[src/rtl/axis_fifo_wr_bridge.sv]
// rtl/axis_fifo_wr_bridge.sv - AXI-Stream slave to async FIFO write-port bridge with skid buffer
// Packs {tlast,tdata} into FIFO words; tready is decoded from flops only, never from wr_full.
module axis_fifo_wr_bridge #(
    parameter int DATA_WIDTH = 8,
    parameter int CNT_WIDTH  = 16
) (
    input  logic                  wr_clk,
    input  logic                  wr_reset_n,
    input  logic [DATA_WIDTH-1:0] s_axis_tdata,
    input  logic                  s_axis_tvalid,
    input  logic                  s_axis_tlast,
    output logic                  s_axis_tready,
    output logic [DATA_WIDTH:0]   fifo_wr_data_o,
    output logic                  fifo_wr_en_o,
    input  logic                  fifo_wr_full_i,
    output logic [CNT_WIDTH-1:0]  pkt_count_o,
    output logic [CNT_WIDTH-1:0]  beat_count_o,
    output logic                  in_pkt_o
);

    typedef enum logic [1:0] {
        ST_EMPTY = 2'd0,
        ST_ONE   = 2'd1,
        ST_TWO   = 2'd2
    } occ_e;

    localparam logic [CNT_WIDTH-1:0] CNT_ONE = {{(CNT_WIDTH-1){1'b0}}, 1'b1};

    occ_e                  state_q, state_d;
    logic [DATA_WIDTH:0]   main_q, main_d;
    logic [DATA_WIDTH:0]   skid_q, skid_d;
    logic                  ready_en_q;
    logic [CNT_WIDTH-1:0]  pkt_q, pkt_d;
    logic [CNT_WIDTH-1:0]  beat_q, beat_d;
    logic                  in_pkt_q, in_pkt_d;

    logic                  accept;
    logic                  write;
    logic [DATA_WIDTH:0]   in_word;

    assign in_word        = {s_axis_tlast, s_axis_tdata};
    assign s_axis_tready  = ready_en_q & (state_q != ST_TWO);
    assign accept         = s_axis_tvalid & s_axis_tready;
    // Gating by full here is what keeps the FIFO from ever seeing an enable while full.
    assign write          = (state_q != ST_EMPTY) & ~fifo_wr_full_i;
    assign fifo_wr_en_o   = write;
    assign fifo_wr_data_o = main_q;
    assign pkt_count_o    = pkt_q;
    assign beat_count_o   = beat_q;
    assign in_pkt_o       = in_pkt_q;

    always_comb begin
        state_d = state_q;
        main_d  = main_q;
        skid_d  = skid_q;
        unique case (state_q)
            ST_EMPTY: begin
                if (accept) begin
                    state_d = ST_ONE;
                    main_d  = in_word;
                end
            end
            ST_ONE: begin
                if (accept && write) begin
                    main_d = in_word;
                end else if (accept) begin
                    state_d = ST_TWO;
                    skid_d  = in_word;
                end else if (write) begin
                    state_d = ST_EMPTY;
                end
            end
            ST_TWO: begin
                if (write) begin
                    state_d = ST_ONE;
                    main_d  = skid_q;
                end
            end
            default: state_d = ST_EMPTY;
        endcase
    end

    always_comb begin
        pkt_d    = pkt_q;
        beat_d   = beat_q;
        in_pkt_d = in_pkt_q;
        if (write) begin
            if (main_q[DATA_WIDTH]) begin
                pkt_d    = pkt_q + CNT_ONE;
                beat_d   = '0;
                in_pkt_d = 1'b0;
            end else begin
                beat_d   = beat_q + CNT_ONE;
                in_pkt_d = 1'b1;
            end
        end
    end

    always_ff @(posedge wr_clk or negedge wr_reset_n) begin
        if (!wr_reset_n) begin
            state_q    <= ST_EMPTY;
            main_q     <= '0;
            skid_q     <= '0;
            ready_en_q <= 1'b0;
            pkt_q      <= '0;
            beat_q     <= '0;
            in_pkt_q   <= 1'b0;
        end else begin
            state_q    <= state_d;
            main_q     <= main_d;
            skid_q     <= skid_d;
            ready_en_q <= 1'b1;
            pkt_q      <= pkt_d;
            beat_q     <= beat_d;
            in_pkt_q   <= in_pkt_d;
        end
    end

endmodule

[config.mk]
export PLATFORM = sky130hd
export DESIGN_NAME = axis_fifo_wr_bridge
export DESIGN_NICKNAME = d
export VERILOG_FILES = /design/src/rtl/axis_fifo_wr_bridge.sv
export SDC_FILE = /design/constraint.sdc
export NUM_CORES = 1
export LEC_CHECK = 0
export CORE_ASPECT_RATIO = 1.2
export CORE_MARGIN = 1
export CORE_UTILIZATION = 45
export DETAILED_ROUTE_END_ITERATION = 12
export GPL_TIMING_DRIVEN = 0
export PLACE_DENSITY = 0.76
export SYNTH_ARGS = -nofsm -noshare
export SYNTH_HDL_FRONTEND = slang
export SYNTH_SLANG_ARGS = --single-unit
[constraint.sdc]
create_clock -name wr_clk -period 2 [get_ports wr_clk]
set_input_delay 0.4 -clock wr_clk [delete_from_list [all_inputs] [get_ports wr_clk]]
set_output_delay 0.4 -clock wr_clk [all_outputs]
set_load 0.01 [all_outputs]
==> summary.md, run 1 <==
| Metric | Value |
|---|---|
| Status | finished clean |
| Critical path peak fanout | 6 |
| Routability Congestion | 0.7590 |
| Diodes inserted | 0 |
| Mean Syn Cell Area | 11.02 sq um |
| Clock Skew | 0.005805 ns |
| Critical path launch point type | input port |
| Final Max Tran Viols | 0 |
| Bufs and invs on worst path | 3 |
| Number of global-route vias before repair | 1757 |
| Final setup viols | 0 |
| Total GRT Usage | 17.89% |
| Number of enable flip-flop cells after synthesis | 0 |
| Area share of the largest cell type after synthesis | 54.52% |
| DR vias/cell | 5.316 |
| Count of different cell masters after synthesis | 35 |
| IO Port Bufs | 56 |
| Peak VDD IR | 0.4842 mV |
| Post-synth net total | 240 |
| Placed cell areas | 3132 sq um |
| Max Cap Viol | 0 |
| First-pass GRT wire length | 8231 um |
| DR iter-0 viols | 81 |
| R2R setup slack | 0.09 ns |
| Worst r2r src | state_q[1]$_DFFE_PN0P_ |
| IO Count | 57 |
| Post-synthesis compound-gate area fraction | 7.673% |
| Initial Util | 46.79% |
| Most frequent cell after synthesis | dfrtp_1 |
| Worst-path cell chain | dlygate4sd2_1 -> o21bai_4 -> buf_4 -> or4_4 -> buf_6 -> nor4_4 -> xor2_1 |
| Pwr/cell area | 905.6 nW/um^2 |
| Cts bufs inserted | 5 |
| Antenna violations before repair | 0 |
| Xor-xnor portion of the synthesized cell area | 7.420% |
| Final worst setup slack | 0.08780 ns |
| Synthesized flop and latch total | 54 |
| CTS Root Cell | clkbuf_8 |
| Placed Cells | 344 |
| Worst min path class | in -> async |
| Design area | 3264 sq um |
| Setup TNS | 0 ns |
| Post-synthesis mux area share | 9.036% |
| Dpl hpwl | 3496 um |
| Pleak | 1.411 nW |
| Commonest cells in the synthesized netlist | 54 x dfrtp_1, 22 x nor2_1, 17 x a21oi_1 |
| Period minus WS final | 1.912 ns |
| Yosys top cell by area | dfrtp_1 |
| Critical path capture point type | register |
| Synth-to-layout area growth | 31.70% |
| WS Path Type | in -> reg |
| RR Endpoint | pkt_count_o[15]$_DFFE_PN0P_ |
| Remaining Overflow, GRT | 0 |
| Max stage delay cell, worst path | or4_4 |
| Required @ worst endpoint | 2.23 ns |
| RSZ-0062 raised after global routing | false |
| Bufs on Longest Clock Path | 2 |
| Combinational family with the most area after synthesis | simple AND/OR/NAND/NOR gates |
| Wirelength per Cell | 13.61 um |
| Relative slew slack | 57.24% |
| Reg2Reg Depth | 7 |
| Via count | 1882 |
| Period utilization | 95.61% |
| Primary FF master, synth | dfrtp_1 |
| Cell area after synthesis | 2479 sq um |
| Worst skew pair latency | 0.30 ns |
| Hold Slack | 0.04420 ns |
| Total chip power | 2.956 mW |
| Worst slew pin tran | 0.6356 ns |
| Hold_buf cts | 0 |
| Worst path arrival time | 2.14 ns |
| Final nets | 306 |
| Asr flop ratio synth | 100.0% |
| Warning count from the yosys run | 0 |
| Die area | 5810 sq um |
| # fillers | 456 |
| Router iterations before antenna repair | 4 |
| Setup WS pre-CTS | -0.4436 ns |
| Finished Layout Cells | 354 |
| Worst stage delay on the critical path | 0.51 ns |
| Adder-Cell Fraction of Synth Area | 1.010% |
| Die width | 69.75 um |
| Seq/Total Area, Yosys | 54.52% |
| Achievable Freq | 523.0 MHz |
| CTS clock-pin slew for the worst setup and hold paths | 0.09 ns |
| Row count | 29 |
| Max H-tree Level | 2 |
| Worst path top cell family by delay | simple AND/OR/NAND/NOR gates |
| Die Y | 83.30 um |
| Remaining antenna violation count | 0 |
| Cells taking the most area after synthesis | dfrtp_1 55%, mux2_2 5.0%, xor2_1 4.9% |
| CTS tree | yes |
| # DRC | 0 |
| Share of cells above drive strength 1 | 12.33% |
| WL final | 4818 um |
| Simple-gate portion of the synthesized area | 17.97% |
| TritonCTS Sinks | 54 |
| Mapped Cells | 225 |
| Core Region | 5298 sq um |
| Final Util | 61.62% |
| Final hold vios | 0 |
| Largest net degree at the start of global routing | 36 |
==> worst max-delay path by stage <==
stage / startpoint / to / slack [ns] / cells past startpoint
after floorplan: fifo_wr_full_i / pkt_count_o[15]$_DFFE_PN0P_ / 0.30 / 5
after global placement: wr_reset_n / pkt_count_o[15]$_DFFE_PN0P_ / -1.10 / 1
after detailed placement: fifo_wr_full_i / fifo_wr_data_o[4]$_DFFE_PN0P_ / -0.44 / 5
after CTS: state_q[1]$_DFFE_PN0P_ / s_axis_tready / -0.01 / 5
after global routing: state_q[1]$_DFFE_PN0P_ / pkt_count_o[15]$_DFFE_PN0P_ / 0.003 / 7
final: fifo_wr_full_i / pkt_count_o[15]$_DFFE_PN0P_ / 0.09 / 7
==> sequential cells by signal (all words and copies together), names as in the netlist <==
signal          flops
beat_count_o       16
pkt_count_o        16
fifo_wr_data_o      9
skid_q              9
state_q             2
in_pkt_o            1
ready_en_q          1
==> cells by family after synthesis <==
group / after synthesis
AND/OR/NAND/NOR: 83
flip-flops: 54
AO/OA/AOI/OAI: 32
XOR/XNOR: 21
multiplexers: 21
buffers and inverters: 11
adder cells (fa/ha/maj): 2
other: 1
==> power by group <==
group / total, mW / leakage [nW] / internal (mW) / switching [mW]
Sequential: 1.54 / 0.690 / 1.31 / 0.225
Clock: 0.611 / 0.0482 / 0.280 / 0.331
Combinational: 0.810 / 0.673 / 0.468 / 0.341
Total: 2.96 / 1.41 / 2.06 / 0.898
==> layout by cell type, fill, tap and decap left out, types with 6 or more instances in the layout <==
| master | netlist | final |
|---|---|---|
| dfrtp_1 | 54 | 54 |
| clkdlybuf4s50_1 | 0 | 52 |
| nor2_1 | 22 | 22 |
| a21oi_1 | 17 | 17 |
| xor2_1 | 14 | 14 |
| nand2_1 | 14 | 14 |
| nand3_1 | 11 | 11 |
| mux2_2 | 11 | 11 |
| mux2i_1 | 10 | 10 |
| nand4_1 | 10 | 10 |
| o21ai_0 | 9 | 9 |
| xnor2_1 | 7 | 7 |
| or3_1 | 6 | 6 |
| clkbuf_8 | 0 | 6 |
==> metal layers <==
layer	GRT usage, %	wire, um	part of all wire, %
met1	22.94	2177	45
met4	6.000	63	1.3
met2	28.95	2329	48
met3	5.340	247	5.1
met5	0	0	0
==> layout make-up <==
class / count / area (sq um) / area share (%)
Buffer: 8 / 56.30 / 1.725
Tap cell: 62 / 77.57 / 2.376
Inverter: 3 / 16.27 / 0.4983
Sequential cell: 54 / 1351 / 41.40
Clock inverter: 1 / 5.005 / 0.1533
Timing Repair Buffer: 59 / 588.1 / 18.01
Clock buffer: 7 / 86.33 / 2.645
Multi-Input combinational cell: 160 / 1084 / 33.19
==> timing repair <==
| action | 4_1_cts | 5_1_grt |
|---|---|---|
| gates resized for setup | 8 | 7 |
| buffers inserted | 2 | 0 |
| setup endpoints to repair | 12 | 14 |
| endpoints found under the hold margin | 0 | 0 |
Power figures use the tool's default switching activity.
==> inputs of run 2 (changes only) <==
Settings changed: CAP_MARGIN set to 20, PLACE_DENSITY 0.76 to 0.79.
Clock period 2 ns to 1.7 ns, I/O delays scaled along.
==> run 2 against run 1 <==
Sequential cell count did not move; highest routed layer unchanged; utilization rose by 2.7 points; clock power rose by 14%; total power rose by 22%; first-iteration DRC count rose by 30%; cell area rose by 4.4%; count of clock-buffer cells in the layout fell by 1; combinational power rose by 37%; die area did not move; critical path type is now reg -> out; register-to-register slack improved by 0.02 ns.
==> summary.md, run 2 (synthesis results as in run 1) <==
| Metric | Value |
|---|---|
| Die area | 5810 sq um |
| Wirelength per Cell | 14.25 um |
| WL final | 5200 um |
| Clock Skew | 0.005392 ns |
| Via count | 1927 |
| Final nets | 319 |
| Worst path top cell family by delay | buffers and inverters |
| Total chip power | 3.614 mW |
| Period minus WS final | 1.649 ns |
| Required @ worst endpoint | 1.36 ns |
| WS Path Type | reg -> out |
| Die Y | 83.30 um |
| Pleak | 1.479 nW |
| Worst min path class | reg -> reg |
| Critical path launch point type | register |
| # DRC | 0 |
| Router iterations before antenna repair | 4 |
| Bufs and invs on worst path | 1 |
| WP depth | 1 |
| Worst skew pair latency | 0.30 ns |
| DR iter-0 viols | 105 |
| Worst path arrival time | 1.31 ns |
| Die width | 69.75 um |
| Worst stage delay on the critical path | 0.57 ns |
| CTS clock-pin slew for the worst setup and hold paths | 0.08 ns |
| Reg2Reg Depth | 6 |
| Bufs on Longest Clock Path | 2 |
| CTS tree | yes |
| Initial Util | 46.79% |
| Most frequent cells in the layout | 51 x clkdlybuf4s50_1, 45 x dfrtp_1, 20 x nor2_1 |
| Crit path from | pkt_count_o[8]$_DFFE_PN0P_ |
| Setup TNS | 0 ns |
| First-pass GRT wire length | 8694 um |
| TritonCTS Sinks | 54 |
| Worst r2r src | state_q[1]$_DFFE_PN0P_ |
| Final Util | 64.34% |
| Status | finished clean |
| Remaining antenna violation count | 0 |
| Cts bufs inserted | 5 |
| Core Region | 5298 sq um |
| Final Max Tran Viols | 0 |
| DR vias/cell | 5.279 |
| Antenna violations before repair | 0 |
| Row count | 29 |
| Max stage delay cell, worst path | clkdlybuf4s50_1 |
| Max H-tree Level | 2 |
| Total GRT Usage | 18.89% |
| Peak VDD IR | 0.7342 mV |
| Period utilization | 97.00% |
| RSZ-0062 raised after global routing | true |
| Diodes inserted | 0 |
| Commonest non-fill, non-tap cell in the layout | clkdlybuf4s50_1 |
| Dpl hpwl | 3450 um |
| R2R setup slack | 0.11 ns |
| End of the critical path | pkt_count_o[8] |
| Worst-path cell chain | clkdlybuf4s50_1 |
| Relative slew slack | 66.47% |
| RR Endpoint | pkt_count_o[15]$_DFFE_PN0P_ |
| Achievable Freq | 606.4 MHz |
| Remaining Overflow, GRT | 0 |
| Hold Slack | 0.4656 ns |
| Number of global-route vias before repair | 1874 |
| IO Count | 57 |
| Worst slew pin tran | 0.5029 ns |
| Share of cells above drive strength 1 | 21.45% |
| Critical path capture point type | output pin |
| Final setup viols | 0 |
| Routability Congestion | 0.7153 |
| Final hold vios | 0 |
| Max Cap Viol | 0 |
| CTS Root Cell | clkbuf_8 |
| Pwr/cell area | 1060 nW/um^2 |
| IO Port Bufs | 56 |
| Critical path peak fanout | 6 |
| Synth-to-layout area growth | 37.51% |
| Largest net degree at the start of global routing | 36 |
run 2: cell types whose count changed in the layout (fill, tap and decap cells not counted), moves of 2 or more:
cell / change
clkbuf_1: -3
buf_4: +13
dfrtp_2: +9
dfrtp_1: -9
nor2_2: +2
clkbuf_4: +2
nor2_1: -2
run 2: final cells by class:
| class | instances | area (sq um) |
|---|---|---|
| Multi-Input combinational cell | 160 | 1112 |
| Fill cell | 433 | 1889 |
| Clock buffer | 6 | 82.58 |
| Inverter | 3 | 16.27 |
| Buffer | 6 | 47.55 |
| Timing Repair Buffer | 74 | 709.4 |
| Sequential cell | 54 | 1363 |
| Tap cell | 62 | 77.57 |
run 2: routing by layer:
metal,global-route usage (%),wire length (um)
met3,6.311,307
met2,30.71,2503
met5,0,0
met4,3.818,50
met1,24.74,2339
run 2: stage by stage:
step	instance area (sq um)	worst slack, ns	instances
after floorplan	2479	0.006073	225
after global placement	3117	-1.353	343
after detailed placement	3132	-0.6875	344
after CTS	3329	-0.01133	358
after global routing	3408	-0.004314	365
final	3408	0.05105	365
run 2: worst min path at each step:
stage,cells after the start,startpoint,slack (ns),end
2_1_floorplan,0,wr_reset_n,0.04,beat_count_o[0]$_DFFE_PN0P_
3_3_place_gp,1,pkt_count_o[15]$_DFFE_PN0P_,0.46,pkt_count_o[15]$_DFFE_PN0P_
3_5_place_dp,1,wr_reset_n,0.32,beat_count_o[8]$_DFFE_PN0P_
4_1_cts,1,pkt_count_o[15]$_DFFE_PN0P_,0.47,pkt_count_o[15]$_DFFE_PN0P_
5_1_grt,1,pkt_count_o[15]$_DFFE_PN0P_,0.48,pkt_count_o[15]$_DFFE_PN0P_
6_report,1,pkt_count_o[15]$_DFFE_PN0P_,0.47,pkt_count_o[15]$_DFFE_PN0P_
run 2: power breakdown:
group / internal [mW] / switching [mW] / leakage, nW
Clock: 0.315 / 0.384 / 0.0431
Combinational: 0.645 / 0.467 / 0.757
Sequential: 1.56 / 0.246 / 0.679
run 2: repair_timing:
item | 4_1_cts | 5_1_grt
hold endpoints to repair | 19 | 0
setup endpoints to repair | 43 | 45
gates resized for setup | 23 | 16
hold buffers | 1 | 0
pin swaps | 4 | 5
setup buffers | 8 | 9
